<file path="src/rtl/fml_pkg.sv">
// Shared FML 4x64 definitions: burst length, data/byte-enable widths, arbiter state encoding.
package fml_pkg;

    localparam int unsigned FML_BURST_BEATS = 4;
    localparam int unsigned FML_DW          = 64;
    localparam int unsigned FML_SELW        = 8;

    typedef enum logic {
        ARB   = 1'b0,
        BURST = 1'b1
    } fml_state_e;

endpackage

</file>
<file path="src/rtl/fml_arb2_stats.sv">
// Per-master burst counters for fml_arb2, built only when FML_ARB2_STATS_EN is defined.
module fml_arb2_stats (
    input  logic        sys_clk,
    input  logic        sys_rst_n,
    input  logic        i_ack0,
    input  logic        i_ack1,
    input  logic        i_clr,
    output logic [31:0] o_bursts0,
    output logic [31:0] o_bursts1
);

    logic [31:0] r_bursts0;
    logic [31:0] r_bursts1;

    // Clear takes priority over a coincident forwarded ack.
    always_ff @(posedge sys_clk or negedge sys_rst_n) begin
        if (!sys_rst_n) begin
            r_bursts0 <= '0;
            r_bursts1 <= '0;
        end else if (i_clr) begin
            r_bursts0 <= '0;
            r_bursts1 <= '0;
        end else begin
            if (i_ack0) r_bursts0 <= r_bursts0 + 32'd1;
            if (i_ack1) r_bursts1 <= r_bursts1 + 32'd1;
        end
    end

    assign o_bursts0 = r_bursts0;
    assign o_bursts1 = r_bursts1;

endmodule

</file>
<file path="src/rtl/fml_arb2.sv">
// Two-master to one-slave FML 4x64 round-robin burst arbiter.
// Optional per-master burst counters are enabled with `define FML_ARB2_STATS_EN.
module fml_arb2
    import fml_pkg::*;
#(
    parameter int unsigned fml_depth = 26
) (
    input  logic                 sys_clk,
    input  logic                 sys_rst_n,

    input  logic [fml_depth-1:0] m0_adr,
    input  logic                 m0_stb,
    input  logic                 m0_we,
    output logic                 m0_ack,
    input  logic [FML_SELW-1:0]  m0_sel,
    input  logic [FML_DW-1:0]    m0_do,

    input  logic [fml_depth-1:0] m1_adr,
    input  logic                 m1_stb,
    input  logic                 m1_we,
    output logic                 m1_ack,
    input  logic [FML_SELW-1:0]  m1_sel,
    input  logic [FML_DW-1:0]    m1_do,

    output logic [FML_DW-1:0]    m_di,

    output logic [fml_depth-1:0] s_adr,
    output logic                 s_stb,
    output logic                 s_we,
    input  logic                 s_ack,
    output logic [FML_SELW-1:0]  s_sel,
    output logic [FML_DW-1:0]    s_do,
    input  logic [FML_DW-1:0]    s_di
`ifdef FML_ARB2_STATS_EN
    ,
    input  logic                 stats_clr,
    output logic [31:0]          m0_bursts,
    output logic [31:0]          m1_bursts
`endif
);

    localparam int unsigned BEAT_W = $clog2(FML_BURST_BEATS);
    localparam logic [BEAT_W-1:0] TRAIL_BEATS = BEAT_W'(FML_BURST_BEATS - 1);

    fml_state_e        r_state;
    fml_state_e        w_state_nxt;
    logic              r_grant;
    logic              w_grant_nxt;
    logic [BEAT_W-1:0] r_cnt;
    logic [BEAT_W-1:0] w_cnt_nxt;
    logic              w_own_stb;
    logic              w_other_stb;
    logic              w_stb;
    logic              w_ack0;
    logic              w_ack1;

    always_ff @(posedge sys_clk or negedge sys_rst_n) begin
        if (!sys_rst_n) begin
            r_state <= ARB;
            r_grant <= 1'b0;
            r_cnt   <= '0;
        end else begin
            r_state <= w_state_nxt;
            r_grant <= w_grant_nxt;
            r_cnt   <= w_cnt_nxt;
        end
    end

    assign w_own_stb   = r_grant ? m1_stb : m0_stb;
    assign w_other_stb = r_grant ? m0_stb : m1_stb;

    always_comb begin
        w_state_nxt = r_state;
        w_grant_nxt = r_grant;
        w_cnt_nxt   = r_cnt;
        w_stb       = 1'b0;
        w_ack0      = 1'b0;
        w_ack1      = 1'b0;
        unique case (r_state)
            ARB: begin
                w_stb = w_own_stb;
                if (s_ack) begin
                    w_ack0      = ~r_grant;
                    w_ack1      = r_grant;
                    w_state_nxt = BURST;
                    w_cnt_nxt   = TRAIL_BEATS;
                end else if (!w_own_stb && w_other_stb) begin
                    w_grant_nxt = ~r_grant;
                end
            end
            BURST: begin
                // Trailing beats: slave acks here are protocol violations and are dropped.
                w_cnt_nxt = r_cnt - 1'b1;
                if (r_cnt == BEAT_W'(1)) begin
                    w_state_nxt = ARB;
                    if (w_other_stb) w_grant_nxt = ~r_grant;
                end
            end
            default: w_state_nxt = ARB;
        endcase
    end

    assign s_stb  = w_stb;
    assign s_adr  = r_grant ? m1_adr : m0_adr;
    assign s_we   = r_grant ? m1_we  : m0_we;
    assign s_sel  = r_grant ? m1_sel : m0_sel;
    assign s_do   = r_grant ? m1_do  : m0_do;
    assign m0_ack = w_ack0;
    assign m1_ack = w_ack1;
    assign m_di   = s_di;

`ifdef FML_ARB2_STATS_EN
    fml_arb2_stats u_stats (
        .sys_clk   (sys_clk),
        .sys_rst_n (sys_rst_n),
        .i_ack0    (w_ack0),
        .i_ack1    (w_ack1),
        .i_clr     (stats_clr),
        .o_bursts0 (m0_bursts),
        .o_bursts1 (m1_bursts)
    );
`endif

endmodule
</file>
<file path="config.mk">
export PLATFORM = sky130hd
export DESIGN_NAME = fml_arb2
export DESIGN_NICKNAME = d
export VERILOG_FILES = /design/src/rtl/fml_pkg.sv /design/src/rtl/fml_arb2_stats.sv /design/src/rtl/fml_arb2.sv
export SDC_FILE = /design/constraint.sdc
export NUM_CORES = 1
export LEC_CHECK = 0
export ABC_AREA = 1
export CORE_AREA = 2 2 171 173
export CTS_CLUSTER_DIAMETER = 40
export DETAILED_ROUTE_END_ITERATION = 16
export DIE_AREA = 0 0 173 175
export SYNTH_ARGS = -nofsm -noshare
export SYNTH_HDL_FRONTEND = slang
export SYNTH_HIERARCHICAL = 1
export SYNTH_SLANG_ARGS = --single-unit
export TNS_END_PERCENT = 30
</file>
<file path="constraint.sdc">
create_clock -name sys_clk -period 1.1 [get_ports sys_clk]
set_input_delay 0.275 -clock sys_clk [delete_from_list [all_inputs] [get_ports sys_clk]]
set_output_delay 0.275 -clock sys_clk [all_outputs]
set_load 0.005 [all_outputs]
</file>
# ---- Word-level counts from Yosys, hierarchy flattened
# Index checks and enable logic that the tools add are counted.
dict set report word_totals {
  regBits 4
  inputBits 267
  output_inout_bits 166
  wordCells 36
}
dict set report classes {
  addsub 1
  n_eq_ne 6
  mux 21
  n_bitwise 2
  n_reduce_logical 3
}
# cell count
set op_table {}
lappend op_table {{two-way mux 64 bit} 1}
lappend op_table {{two-way mux 26 bit} 1}
lappend op_table {{two-way mux 1 bit} 14}
lappend op_table {{two-way mux 8 bit} 1}
lappend op_table {{!= test 2 bit, second input constant} 3}
lappend op_table {{!= test 2 x 1 -> 1 bit, second input constant} 2}
lappend op_table {{one-hot mux 1 bit (2 select lines)} 2}
lappend op_table {{one-hot mux 2 bit (2 select lines)} 1}
lappend op_table {{AND reduction 4 bit} 1}
lappend op_table {{equality test 2 x 1 -> 1 bit, second input constant} 1}
lappend op_table {{two-way mux 2 bit} 1}
lappend op_table {{inverter 1 bit} 2}
lappend op_table {{subtractor 2 x 1 -> 2 bit, second input constant} 1}
lappend op_table {{logical AND 1 bit} 1}
lappend op_table {{logical NOT 1 bit} 1}

# ---- Depth between registers and ports, before layout
# Gate-level depths: netlist (run 1).
dict set report logic_depth {
  word_depth 6
  mapped_depth 9
  mapped_depth_nobuf 9
}

# ---- Worst setup path after synthesis (run 1)
# Ideal clock, no wire load.
dict set report synth_path {
  path_type {reg-to-output}
  startpoint {register r_grant}
  endpoint {output s_adr[0]}
  arrival_time_ns 0.923
  setup_slack_ns -0.098
  path_stages_with_launch 6
  path_cell_list {dfrtp_1 inv_2 buf_2 buf_2 nand2_1 nand2_1}
}
dict set report synth_via {
  elab_chain_cells 1
}
# item line_no
set synth_lines {}
lappend synth_lines {{start: declaration} fml_arb2.sv:47} ;# logic r_grant;
lappend synth_lines {{start signal: assignment} fml_arb2.sv:64} ;# r_grant <= w_grant_nxt;
lappend synth_lines {{two-way mux 26 bit} fml_arb2.sv:104} ;# assign s_adr = r_grant ? m1_adr : m0_adr;
lappend synth_lines {{end: declaration} fml_arb2.sv:27} ;# output logic [fml_depth-1:0] s_adr,
# Every way passes these cells.

# ---- Final worst setup path (run 1)
dict set report layout_path {
  startpoint {register r_grant}
  endpoint {output s_adr[15]}
}
# Same word-level chain as after synthesis.

==> results of run 1 <==
==> cell families (layout without fill, tap and decap cells) <==
group,Yosys count,after routing,synth area share (%)
simple gates,316,316,60.90
fa+ha+maj,1,1,0.6409
buf+inv,93,372,32.82
compound gates,2,2,0.5123
flops,4,4,5.128
==> area by class of cell <==
cell class | instances | area [um^2] | area share (%)
Sequential cell | 4 | 103.9 | 1.817
Multi-Input combinational cell | 319 | 1509 | 26.40
Clock buffer | 4 | 78.83 | 1.379
Inverter | 7 | 38.79 | 0.6786
Tap cell | 384 | 480.5 | 8.406
Timing Repair Buffer | 361 | 3505 | 61.32
==> registers in the layout (all words and copies together) (netlist names) <==
name and count:
r_grant 1, r_state 1, r_cnt 2
==> worst register-to-register path, stage by stage, from the launching register on <==
cell and delay [ps]:
dfrtp_4 460, clkinv_8 100, buf_6 140, clkbuf_16 180, nand2_1 80, nand2_1 60, nor2_2 100, nand2_1 60
nand2_1 50, nand2_1 50
==> per-stage QoR <==
stage	hold slack [ps]	std cells	area [um^2]
4_1_cts	265.1	1054	5415
2_1_floorplan	-20.59	416	2014
6_report	269.1	1079	5715
5_1_grt	267.1	1079	5715
3_3_place_gp	490.5	1037	5121
3_5_place_dp	496.8	1037	5121
==> final timing paths <==
kind | from | end | slack (ps) | cells after the start
max | r_grant | s_adr[15] | -690 | 7
min in group sys_clk | r_cnt[0] | r_cnt[0] | 490 | 1
max in group asynchronous | sys_rst_n | r_grant | 620 | 1
max reg2reg | r_grant | r_grant | -300 | 9
min | sys_rst_n | r_grant | 270 | 1
min reg2reg | r_cnt[0] | r_cnt[0] | 490 | 1
==> per-layer routing <==
layer,share of wire [%],global-route usage (%)
met1,37,7.438
met2,49,13.60
met3,8.4,1.980
met4,5.2,4.025
met5,0,0
==> what timing repair did <==
item	4_1_cts	5_1_grt
setup endpoints to repair	103	104
pin swaps	9	20
cloned	4	9
resized for setup	226	248
buffers inserted	10	18
hold buffers	0	0
==> power by group through the flow <==
stage | Combinational, mW | Sequential (mW) | Clock, mW
floorplan | 3.40 | 0.271 | 0
global placement | 8.02 | 0.280 | 0
detailed placement | 8.06 | 0.283 | 0
CTS | 8.64 | 0.309 | 0.596
global route | 11.2 | 0.328 | 0.610
finish | 10.4 | 0.319 | 0.582
==> layout by cell type (no fill, tap or decap), types with 2 or more instances in the layout <==
master and instances:
inv_2 2, nand2_2 69, clkbuf_16 9, clkdlybuf4s15_1 2
clkbuf_2 62, buf_8 6, nor2_2 3, nand2_4 15
inv_1 4, buf_6 24, dlymetal6s2s_1 3, clkdlybuf4s50_1 202
buf_4 12, clkdlybuf4s15_2 2, buf_2 25, nand2_1 225
nor2_1 2, dfrtp_1 3, buf_12 11, buf_16 5
==> reports/qor.yml, run 1 <==
layout:
  final_core_util_pct: 20.13
  area_growth_pct: 192.8
  nets: 964
  n_antenna_cell: 0
  fillers: 3222
  drive_gt1_share_pct: 35.68
power:
  p_seq_share_pct: 2.8
  p_int_mw: 6.275
  p_per_area_nw_per_um2: 1971
  swShare_pct: 44.29
  p_clk_share_pct: 5.2
  p_leak_nw: 2.852
  p_total_mw: 11.26
  p_comb_share_pct: 92.0
  p_switching_mw: 4.988
  peakVddDrop_v: 0.0008353
critical_path:
  end_kind: "output port"
  crit_family: "buffers and inverters"
  cp.required_ps: 820
  slowest_stage: "dfrtp_4"
  worstPathCellList: "buf_12 -> buf_12 -> buf_12 -> buf_6 -> nand2_2 -> nand2_1 -> buf_2"
  crit_fanout: 8
  crit_path_frequent_cell: "buf_12"
  critPathBufInv: 5
  cp-start-kind: "flop"
  worst-setup-path-type: "reg2out"
  cpPeakStageDelay_ps: 510
  arrival_ps: 1510
die:
  fp.dieW_um: 173
  pin_count: 433
  rows: 62
  core_um2: 28390
  die_h_um: 175
  initial_utilization_pct: 6.875
  die-area_um2: 30280
clock_network:
  cts.sinks: 4
  clock_latency_ps: 220
  htreeDepth: 1
  cts_tree: "done"
  cts-root-buf: "clkbuf_16"
  clock_path_buffers: 2
  path_clk_slew_ps: 30
  cts_inserted_buffers: 3
global_route:
  grt_pass1_wl_mm: 17.61
  grtUsageTotal_pct: 7.326
  grt_max_degree: 43
  grt_overflow_total: 0
  antenna_found_initial: 0
  first_global_vias: 3299
detailed_routing:
  vias_per_cell: 3.239
  drc: 0
  antenna_left: 0
  first_pass_iters: 4
  drt_iter0_drc: 62
  post_drt_wl_per_cell_um: 13.32
  num_vias: 3495
  routed_wl_mm: 14.37
timing:
  setup_violations: 103
  rsz0062_at_grt: "true"
  hold_viol_final: 0
  tns_ps: -58490
  worst_pin_slew_ps: 218.4
  relSlewSlack_pct: 85.40
  setup_ws_ps: -687.6
  finalCritPeriodShare_pct: 162.5
  fmax_mhz: 559.4
  skew_ps: 2.850
  finalMaxSlewViolations: 0
  period_minus_slack_ps: 1788
outcome:
  violations: "setup timing"
  status: "finished with violations"
logic_synthesis:
  synth_top_area_cell: "nand2_1"
  synth-seq-cells: 4
  synth_edf_count: 0
  ys_types: 12
  synth_top_area_share_pct: 59.42
  synth_cells: 416
  synth_async_sr_flop_share_pct: 100.0
  synth.most_common_cell: "nand2_1"
  synth_area_leaders: "nand2_1 59%, buf_4 28%, dfrtp_1 5.1%"
  ys_top_cells_by_count: "309 x nand2_1, 74 x buf_4, 11 x buf_2, 6 x inv_1, 5 x nor2_1"
  synth_ff_type: "dfrtp_1"
  avgSynthCellArea_um2: 4.692
  syn_nets: 684
  syn-cell-area_um2: 1952
  ys_warn_count: 6
  ys_seq_area_share_pct: 5.128
placement:
  hpwlAfterDp_mm: 9.514
  routabilityCongestion: 0.8410
  io_buffers: 304
  pre_cts_slack_ps: -726.3
run:
  drv_cap: 0
worst_hold_path:
  min_path_type: "in2async"
Power figures use the tool's default switching activity.
==> run 2: changes to the inputs <==
--- a/config.mk
+++ b/config.mk
@@ -10,6 +10,7 @@
 export CTS_CLUSTER_DIAMETER = 40
 export DETAILED_ROUTE_END_ITERATION = 16
 export DIE_AREA = 0 0 173 175
+export HOLD_SLACK_MARGIN = 0.1
 export SYNTH_ARGS = -nofsm -noshare
 export SYNTH_HDL_FRONTEND = slang
 export SYNTH_HIERARCHICAL = 1
==> results of run 2 <==
Final layout, timing and power as in run 1 (identical DEF).
